$ cat src/rtl/mc_ctrl_pkg.sv
`default_nettype none
// ============================================================================
// Module      : mc_ctrl_pkg
// Description : Shared types and constants for the multicycle MIPS control
//               unit: FSM state encoding, opcode / funct field values and
//               3-bit ALU operation codes, plus the R-type funct decoder.
// Optional    : BNE_EN (BNEEX state is always declared; it is only reachable
//               when the macro is defined in the top module).
// Revision    : 1.0 - initial release
// ============================================================================
package mc_ctrl_pkg;

  typedef enum logic [3:0] {
    FETCH   = 4'd0,
    DECODE  = 4'd1,
    MEMADR  = 4'd2,
    MEMRD   = 4'd3,
    MEMWB   = 4'd4,
    MEMWR   = 4'd5,
    RTYPEEX = 4'd6,
    RTYPEWB = 4'd7,
    BEQEX   = 4'd8,
    IMMEX   = 4'd9,
    IMMWB   = 4'd10,
    JEX     = 4'd11,
    BNEEX   = 4'd12
  } statetype_e;

  // Opcodes (IR[31:26])
  localparam logic [5:0] OP_LW    = 6'b100011;
  localparam logic [5:0] OP_SW    = 6'b101011;
  localparam logic [5:0] OP_RTYPE = 6'b000000;
  localparam logic [5:0] OP_BEQ   = 6'b000100;
  localparam logic [5:0] OP_BNE   = 6'b000101;
  localparam logic [5:0] OP_ADDI  = 6'b001000;
  localparam logic [5:0] OP_ANDI  = 6'b001100;
  localparam logic [5:0] OP_ORI   = 6'b001101;
  localparam logic [5:0] OP_J     = 6'b000010;

  // R-type funct codes (IR[5:0])
  localparam logic [5:0] FN_ADD = 6'b100000;
  localparam logic [5:0] FN_SUB = 6'b100010;
  localparam logic [5:0] FN_AND = 6'b100100;
  localparam logic [5:0] FN_OR  = 6'b100101;
  localparam logic [5:0] FN_SLT = 6'b101010;

  // ALU operation codes
  localparam logic [2:0] ALU_AND  = 3'b000;
  localparam logic [2:0] ALU_OR   = 3'b001;
  localparam logic [2:0] ALU_ADD  = 3'b010;
  localparam logic [2:0] ALU_SUB  = 3'b110;
  localparam logic [2:0] ALU_SLT  = 3'b111;
  // Idle code for states that do not use the ALU (same bits as AND)
  localparam logic [2:0] ALU_NONE = 3'b000;

  // Unknown funct values fall back to add so a stray encoding still
  // produces a deterministic result instead of a random operation.
  function automatic logic [2:0] rtype_alu(input logic [5:0] funct);
    logic [2:0] alu;
    case (funct)
      FN_ADD:  alu = ALU_ADD;
      FN_SUB:  alu = ALU_SUB;
      FN_AND:  alu = ALU_AND;
      FN_OR:   alu = ALU_OR;
      FN_SLT:  alu = ALU_SLT;
      default: alu = ALU_ADD;
    endcase
    return alu;
  endfunction

endpackage
`default_nettype wire

$ cat src/rtl/mc_aludec.sv
`default_nettype none
// ============================================================================
// Module      : mc_aludec
// Description : Combinational ALU decoder. Maps the controller state plus the
//               instruction op/funct fields onto a 3-bit ALU operation.
// Ports       : i_state  - current controller state
//               i_op     - IR[31:26]
//               i_funct  - IR[5:0]
//               o_alu    - ALU operation code
// Revision    : 1.0 - initial release
// ============================================================================
module mc_aludec
  import mc_ctrl_pkg::*;
(
  input  statetype_e  i_state,
  input  logic [5:0]  i_op,
  input  logic [5:0]  i_funct,
  output logic [2:0]  o_alu
);

  always_comb begin
    o_alu = ALU_NONE;
    case (i_state)
      // PC+4 in FETCH, branch target in DECODE, address in MEMADR
      FETCH, DECODE, MEMADR: o_alu = ALU_ADD;
      RTYPEEX:               o_alu = rtype_alu(i_funct);
      BEQEX, BNEEX:          o_alu = ALU_SUB;
      IMMEX: begin
        case (i_op)
          OP_ANDI: o_alu = ALU_AND;
          OP_ORI:  o_alu = ALU_OR;
          default: o_alu = ALU_ADD;
        endcase
      end
      default:               o_alu = ALU_NONE;
    endcase
  end

endmodule
`default_nettype wire

$ cat src/rtl/multicycle_controller.sv
`default_nettype none
// ============================================================================
// Module      : multicycle_controller
// Description : Moore-style control FSM for a multicycle MIPS datapath with a
//               memory ready handshake, retired-instruction counter and
//               illegal-opcode pulse.
// Optional    : define BNE_EN to add the bne instruction (state BNEEX);
//               without it op 000101 is treated as illegal.
// Parameters  : ALUCTRL_W (>=3) alucontrol width, upper bits driven 0
//               CNT_W     retired_count width
// Ports       : clk, reset_n (async, active-low)
//               op, funct, zero, mem_ready          - inputs
//               iord..pcen                          - datapath controls
//               illegal_op                          - undefined-op pulse
//               retired_count                       - completed instructions
// Revision    : 1.0 - initial release
// ============================================================================
module multicycle_controller
  import mc_ctrl_pkg::*;
#(
  parameter int ALUCTRL_W = 3,
  parameter int CNT_W     = 32
) (
  input  logic                 clk,
  input  logic                 reset_n,
  input  logic [5:0]           op,
  input  logic [5:0]           funct,
  input  logic                 zero,
  input  logic                 mem_ready,
  output logic                 iord,
  output logic                 memread,
  output logic                 memwrite,
  output logic                 irwrite,
  output logic                 regdst,
  output logic                 memtoreg,
  output logic                 regwrite,
  output logic                 alusrca,
  output logic [1:0]           alusrcb,
  output logic                 zeroext,
  output logic [ALUCTRL_W-1:0] alucontrol,
  output logic [1:0]           pcsrc,
  output logic                 pcen,
  output logic                 illegal_op,
  output logic [CNT_W-1:0]     retired_count
);

  statetype_e       r_state;
  statetype_e       w_next;
  logic [CNT_W-1:0] r_retired;
  logic             w_retire;
  logic             w_illegal;

  logic       w_iord, w_memread, w_memwrite, w_irwrite;
  logic       w_regdst, w_memtoreg, w_regwrite, w_alusrca;
  logic [1:0] w_alusrcb, w_pcsrc;
  logic       w_zeroext, w_pcen;
  logic [2:0] w_alu;
  logic [2:0] w_alu_gated;

  // --------------------------------------------------------------------------
  // Next state, retire and illegal-op detection
  // --------------------------------------------------------------------------
  always_comb begin
    w_next    = r_state;
    w_retire  = 1'b0;
    w_illegal = 1'b0;
    case (r_state)
      FETCH: begin
        if (mem_ready) w_next = DECODE;
      end
      DECODE: begin
        case (op)
          OP_LW, OP_SW:            w_next = MEMADR;
          OP_RTYPE:                w_next = RTYPEEX;
          OP_BEQ:                  w_next = BEQEX;
          OP_ADDI, OP_ANDI, OP_ORI: w_next = IMMEX;
          OP_J:                    w_next = JEX;
`ifdef BNE_EN
          OP_BNE:                  w_next = BNEEX;
`endif
          default: begin
            // Undefined op: abandon the instruction without retiring it
            w_next    = FETCH;
            w_illegal = 1'b1;
          end
        endcase
      end
      MEMADR:  w_next = (op == OP_LW) ? MEMRD : MEMWR;
      MEMRD: begin
        if (mem_ready) w_next = MEMWB;
      end
      MEMWR: begin
        if (mem_ready) begin
          w_next   = FETCH;
          w_retire = 1'b1;
        end
      end
      RTYPEEX: w_next = RTYPEWB;
      IMMEX:   w_next = IMMWB;
      MEMWB, RTYPEWB, BEQEX, BNEEX, IMMWB, JEX: begin
        w_next   = FETCH;
        w_retire = 1'b1;
      end
      default: w_next = FETCH;
    endcase
  end

  always_ff @(posedge clk or negedge reset_n) begin
    if (!reset_n) begin
      r_state   <= FETCH;
      r_retired <= '0;
    end else begin
      r_state <= w_next;
      if (w_retire) r_retired <= r_retired + CNT_W'(1);
    end
  end

  // --------------------------------------------------------------------------
  // Control decode from state (zero / mem_ready only affect pcen, irwrite)
  // --------------------------------------------------------------------------
  always_comb begin
    w_iord     = 1'b0;
    w_memread  = 1'b0;
    w_memwrite = 1'b0;
    w_irwrite  = 1'b0;
    w_regdst   = 1'b0;
    w_memtoreg = 1'b0;
    w_regwrite = 1'b0;
    w_alusrca  = 1'b0;
    w_alusrcb  = 2'b00;
    w_zeroext  = 1'b0;
    w_pcsrc    = 2'b00;
    w_pcen     = 1'b0;
    case (r_state)
      FETCH: begin
        w_memread = 1'b1;
        w_alusrcb = 2'b01;
        // IR and PC update only once the instruction word has arrived
        w_irwrite = mem_ready;
        w_pcen    = mem_ready;
      end
      DECODE:  w_alusrcb = 2'b11;
      MEMADR: begin
        w_alusrca = 1'b1;
        w_alusrcb = 2'b10;
      end
      MEMRD: begin
        w_iord    = 1'b1;
        w_memread = 1'b1;
      end
      MEMWB: begin
        w_memtoreg = 1'b1;
        w_regwrite = 1'b1;
      end
      MEMWR: begin
        w_iord     = 1'b1;
        w_memwrite = 1'b1;
      end
      RTYPEEX: w_alusrca = 1'b1;
      RTYPEWB: begin
        w_regdst   = 1'b1;
        w_regwrite = 1'b1;
      end
      BEQEX: begin
        w_alusrca = 1'b1;
        w_pcsrc   = 2'b01;
        w_pcen    = zero;
      end
      BNEEX: begin
        w_alusrca = 1'b1;
        w_pcsrc   = 2'b01;
        w_pcen    = ~zero;
      end
      IMMEX: begin
        w_alusrca = 1'b1;
        w_alusrcb = 2'b10;
        // Logical immediates are zero-extended, addi is sign-extended
        w_zeroext = (op == OP_ANDI) || (op == OP_ORI);
      end
      IMMWB:   w_regwrite = 1'b1;
      JEX: begin
        w_pcsrc = 2'b10;
        w_pcen  = 1'b1;
      end
      default: ;
    endcase
  end

  mc_aludec u_aludec (
    .i_state (r_state),
    .i_op    (op),
    .i_funct (funct),
    .o_alu   (w_alu)
  );

  // --------------------------------------------------------------------------
  // Outputs: the state register resets to FETCH, whose decode is not all
  // zero, so every output is also gated by reset_n to keep the datapath
  // quiet (no strobe, no write) for the whole time reset is asserted.
  // --------------------------------------------------------------------------
  assign iord          = reset_n & w_iord;
  assign memread       = reset_n & w_memread;
  assign memwrite      = reset_n & w_memwrite;
  assign irwrite       = reset_n & w_irwrite;
  assign regdst        = reset_n & w_regdst;
  assign memtoreg      = reset_n & w_memtoreg;
  assign regwrite      = reset_n & w_regwrite;
  assign alusrca       = reset_n & w_alusrca;
  assign alusrcb       = reset_n ? w_alusrcb : 2'b00;
  assign zeroext       = reset_n & w_zeroext;
  assign pcsrc         = reset_n ? w_pcsrc : 2'b00;
  assign pcen          = reset_n & w_pcen;
  assign illegal_op    = reset_n & w_illegal & (r_state == DECODE);
  assign retired_count = r_retired;
  assign w_alu_gated   = reset_n ? w_alu : 3'b000;

  generate
    if (ALUCTRL_W > 3) begin : g_alu_pad
      assign alucontrol = {{(ALUCTRL_W-3){1'b0}}, w_alu_gated};
    end else begin : g_alu_nopad
      assign alucontrol = w_alu_gated;
    end
  endgenerate

endmodule
`default_nettype wire

$ cat config.mk
export PLATFORM = sky130hd
export DESIGN_NAME = multicycle_controller
export DESIGN_NICKNAME = d
export VERILOG_FILES = /design/src/rtl/mc_ctrl_pkg.sv /design/src/rtl/mc_aludec.sv /design/src/rtl/multicycle_controller.sv
export SDC_FILE = /design/constraint.sdc
export NUM_CORES = 1
export LEC_CHECK = 0
export CORE_MARGIN = 3
export CORE_UTILIZATION = 43
export DETAILED_ROUTE_END_ITERATION = 10
export GPL_ROUTABILITY_DRIVEN = 0
export PLACE_DENSITY_LB_ADDON = 0.12
export SLEW_MARGIN = 20
export SYNTH_ARGS = -nofsm -noshare
export SYNTH_HDL_FRONTEND = slang
export SYNTH_SLANG_ARGS = --single-unit
export TNS_END_PERCENT = 5
$ cat constraint.sdc
create_clock -name clk -period 1.9 [get_ports clk]
set_clock_uncertainty 0.05 [all_clocks]
set_input_delay 0.475 -clock clk [delete_from_list [all_inputs] [get_ports clk]]
set_output_delay 0.475 -clock clk [all_outputs]
set_load 0.02 [all_outputs]
==> impl_results.md <==
* Outcome: complete, but fails checks
* Failing checks: setup timing
* Final period utilization at 113%
* Critical path class: in -> out
* Share of the synthesized area in the top cell type at 40.3%
* Iteration-0 DRC Markers at 117
* Critical path required time at 1.37 ns
* Dpl cell area at 3320 sq um
* Crit path DAT at 1.62 ns
* Synth Area in Compound Gates at 10.9%
* Fraction of registers with async set/reset at 100%
* Worst path slowest cell: or4b_4
* Simple-gate portion of the synthesized area at 31.1%
* Largest stage delay on the critical path at 0.54 ns
* Critical path endpoint category: output pin
* Seq/Total Area, Yosys at 40.3%
* RSZ-0062 raised after global routing: yes
* Yosys Warn Count at 0
* Post-route DRC at 0
* Netlist Area Pre-Place at 2240 sq um
* Syn Area/Cell at 8.98 sq um
* DR WL/cell at 14.8 microns
* Die height at 78.1 microns
* Distinct cells, synth at 46
* Root buf cell: clkbuf_8
* CTS sink cnt at 36
* Initial antenna violation count at 0
* PwrDens at 612 nW/um^2
* Largest family of logic cells by synthesized area: simple AND/OR/NAND/NOR gates
* Gr usage total at 21.3%
* Area grow syn2layout at 66.4%
* Max Clk Rate at 0.467 GHz
* Global-route wire length before repair at 10,700 microns
* Total Wirelength at 6480 microns
* Worst hold path type: in -> async
* EDFF count, synth at 0
* Via count at 2,321
* Total CTS buffers at 5
* Largest net degree at the start of global routing at 33
* Synth Area in Adders at 0.560%
* Hold_buf cts at 0
* Dpl hpwl at 4680 microns
* Final Cell Area at 3720 sq um
* Cells after Synth at 249
* Initial Utilization at 45.8%
* Clock power share at 23.9%
* Core footprint at 4880 sq um
* Utilization after layout at 76.2%
* Startpoint Class: input port
* Die area at 6100 sq um
* Final net count at 387
* Top cells by count, synth: dfrtp_1, nand2_1, nor2_1, xnor2_1, nand3_1
* Most frequent cell after synthesis: dfrtp_1
* Syn Nets at 266
* I/O pins at 66
* Area of the multi-input gates at 1510 sq um
* Die Wd at 78.1 microns
* Layout cells sized above 1 at 38.5%
* Most used DFF post-synth: dfrtp_1
* # diodes at 0
* Antenna viol nets, final at 0
* Leading area contributor after synthesis: dfrtp_1
* DR pass1 iterations at 4
* Port bufs at 65
* Vias per cell at 5.30
* Comb pwr share at 37.3%
* Hold Vio Cnt, Final at 0
* Vias in the first global route at 2,194
* Slew margin rel. at 73.1%
* Clock transition at the registers of the reported paths at 0.07 ns
* Htree depth at 2
* Placement Rows at 25
* Fin crit period at 2.14 ns
* FF+latch count, synth at 36
* Internal power at 0.00149 W
* R2R depth at 8
* Net Sw Power at 0.000787 W
* Cells along the critical path: buf_2 -> nand2b_4 -> or4b_4 -> a21oi_2 -> a211oi_2 -> buf_4
* Register share of total power at 38.8%
* Slew @ Worst Pin at 0.404 ns
* Worst skew pair latency at 0.29 ns
* Fillers at 360
* Sw frac at 34.5%
* Final setup margin at -0.240 ns
* VDD IR max at 306 uV
* GR Overflow Total at 0
* Clock buffer depth at 2
* CTS tree: yes
* Storage cell area at 906 sq um
* Setup TNS Final at -3.05 ns
* Post-Synth XOR/XNOR Area at 12.5%
* Post-synthesis mux area share at 0.951%
* Max-cap violations at 0
* Slew Viols, Final at 0
* Final setup violation count at 33
* Max FO, Critical Path at 2
* Pleak at 1.88 nW
* Area contributors post-synth: dfrtp_1, xnor2_1, xor2_1
* Pre-CTS setup slack at -1.09 ns
## critical path, delay by kind of cell
kind                   cells  cell delay (ns)
AO/OA/AOI/OAI              2             0.20
buffers and inverters      2             0.27
AND/OR/NAND/NOR            2             0.67
## repair_timing
| action | in CTS | in global routing |
|---|---|---|
| buffers inserted | 5 | 1 |
| setup endpoints to repair | 43 | 51 |
| resized for setup | 158 | 56 |
| pin swaps | 22 | 10 |
| endpoints found under the hold margin | 0 | 0 |
## placed cells by master (no fill, tap or decap), types with 3 or more instances in the layout
cell | netlist | layout
nor4_1 | 7 | 5
and4_1 | 3 | 3
dlymetal6s2s_1 | 0 | 10
inv_1 | 8 | 7
o22ai_1 | 3 | 3
dfrtp_1 | 36 | 32
dlygate4sd2_1 | 0 | 5
and2_1 | 4 | 4
buf_8 | 0 | 3
nand3_2 | 1 | 4
nand3_1 | 15 | 12
o21ai_0 | 7 | 6
clkdlybuf4s50_1 | 0 | 21
buf_6 | 1 | 13
a21oi_2 | 0 | 4
nand4_1 | 9 | 9
dfrtp_2 | 0 | 4
and3_1 | 9 | 8
buf_4 | 2 | 61
nor4_4 | 2 | 4
nand2_1 | 22 | 20
xor2_1 | 12 | 12
nor3_2 | 0 | 4
nor3_1 | 10 | 5
nor2_1 | 22 | 18
buf_2 | 0 | 7
a21oi_1 | 11 | 7
xnor2_1 | 20 | 20
clkdlybuf4s15_1 | 0 | 3
clkbuf_8 | 0 | 5
nand2b_4 | 0 | 5
## per-layer routing
| metal | part of all wire (%) | GRT usage [%] | wire length, microns | vias to the layer above |
|---|---|---|---|---|
| met5 | 0 | 0 | 0 | - |
| met4 | 1.7 | 5.42 | 109 | 0 |
| met2 | 51 | 34.6 | 3280 | 65 |
| met3 | 4.4 | 3.78 | 288 | 11 |
| met1 | 43 | 29.4 | 2800 | 1110 |
| li1 | - | - | - | 1135 |
## worst paths after layout
kind / from / to / slack (ns)
hold reg to reg: retired_count[31] / retired_count[31] / 0.43
min in group clk: retired_count[31] / retired_count[31] / 0.43
setup reg to reg: r_state[0] / retired_count[23] / -0.15
setup / recovery: funct[4] / alucontrol[1] / -0.24
max in group asynchronous: reset_n / r_state[1] / 1.04
hold / removal: reset_n / retired_count[1] / 0.15
## through the flow
step / std cells / total power (W) / hold slack (ns)
6_report: 438 / 0.00228 / 0.149
5_1_grt: 438 / 0.00240 / 0.152
4_1_cts: 437 / 0.00223 / 0.122
3_5_place_dp: 425 / 0.00163 / 0.416
3_3_place_gp: 425 / 0.00163 / 0.408
2_1_floorplan: 249 / 0.00124 / 0.129
## state kept, by name (all words and copies together) (netlist names)
| register | count |
|---|---|
| r_state | 4 |
| retired_count | 32 |
## power groups by stage
stage / clock network [W] / registers (W) / logic, W
after detailed placement: 0 / 0.000882 / 0.000753
after global routing: 0.000592 / 0.000890 / 0.000916
final: 0.000545 / 0.000883 / 0.000850
after floorplan: 0 / 0.000909 / 0.000326
after CTS: 0.000554 / 0.000878 / 0.000795
after global placement: 0 / 0.000882 / 0.000743
## logic make-up after synthesis
group,count (synthesis)
buf+inv,18
simple gates,123
mux,2
compound gates,37
flops,36
xor+xnor,32
fa+ha+maj,1
## final cells by class
class,instances,area share (%)
Multi-Input combinational cell,195,40.6
Sequential cell,36,24.4
Clock inverter,3,0.505
Clock buffer,5,1.85
Timing Repair Buffer,124,29.5
Tap cell,67,2.25
Inverter,8,0.875
(Power assumes the default switching activity.)
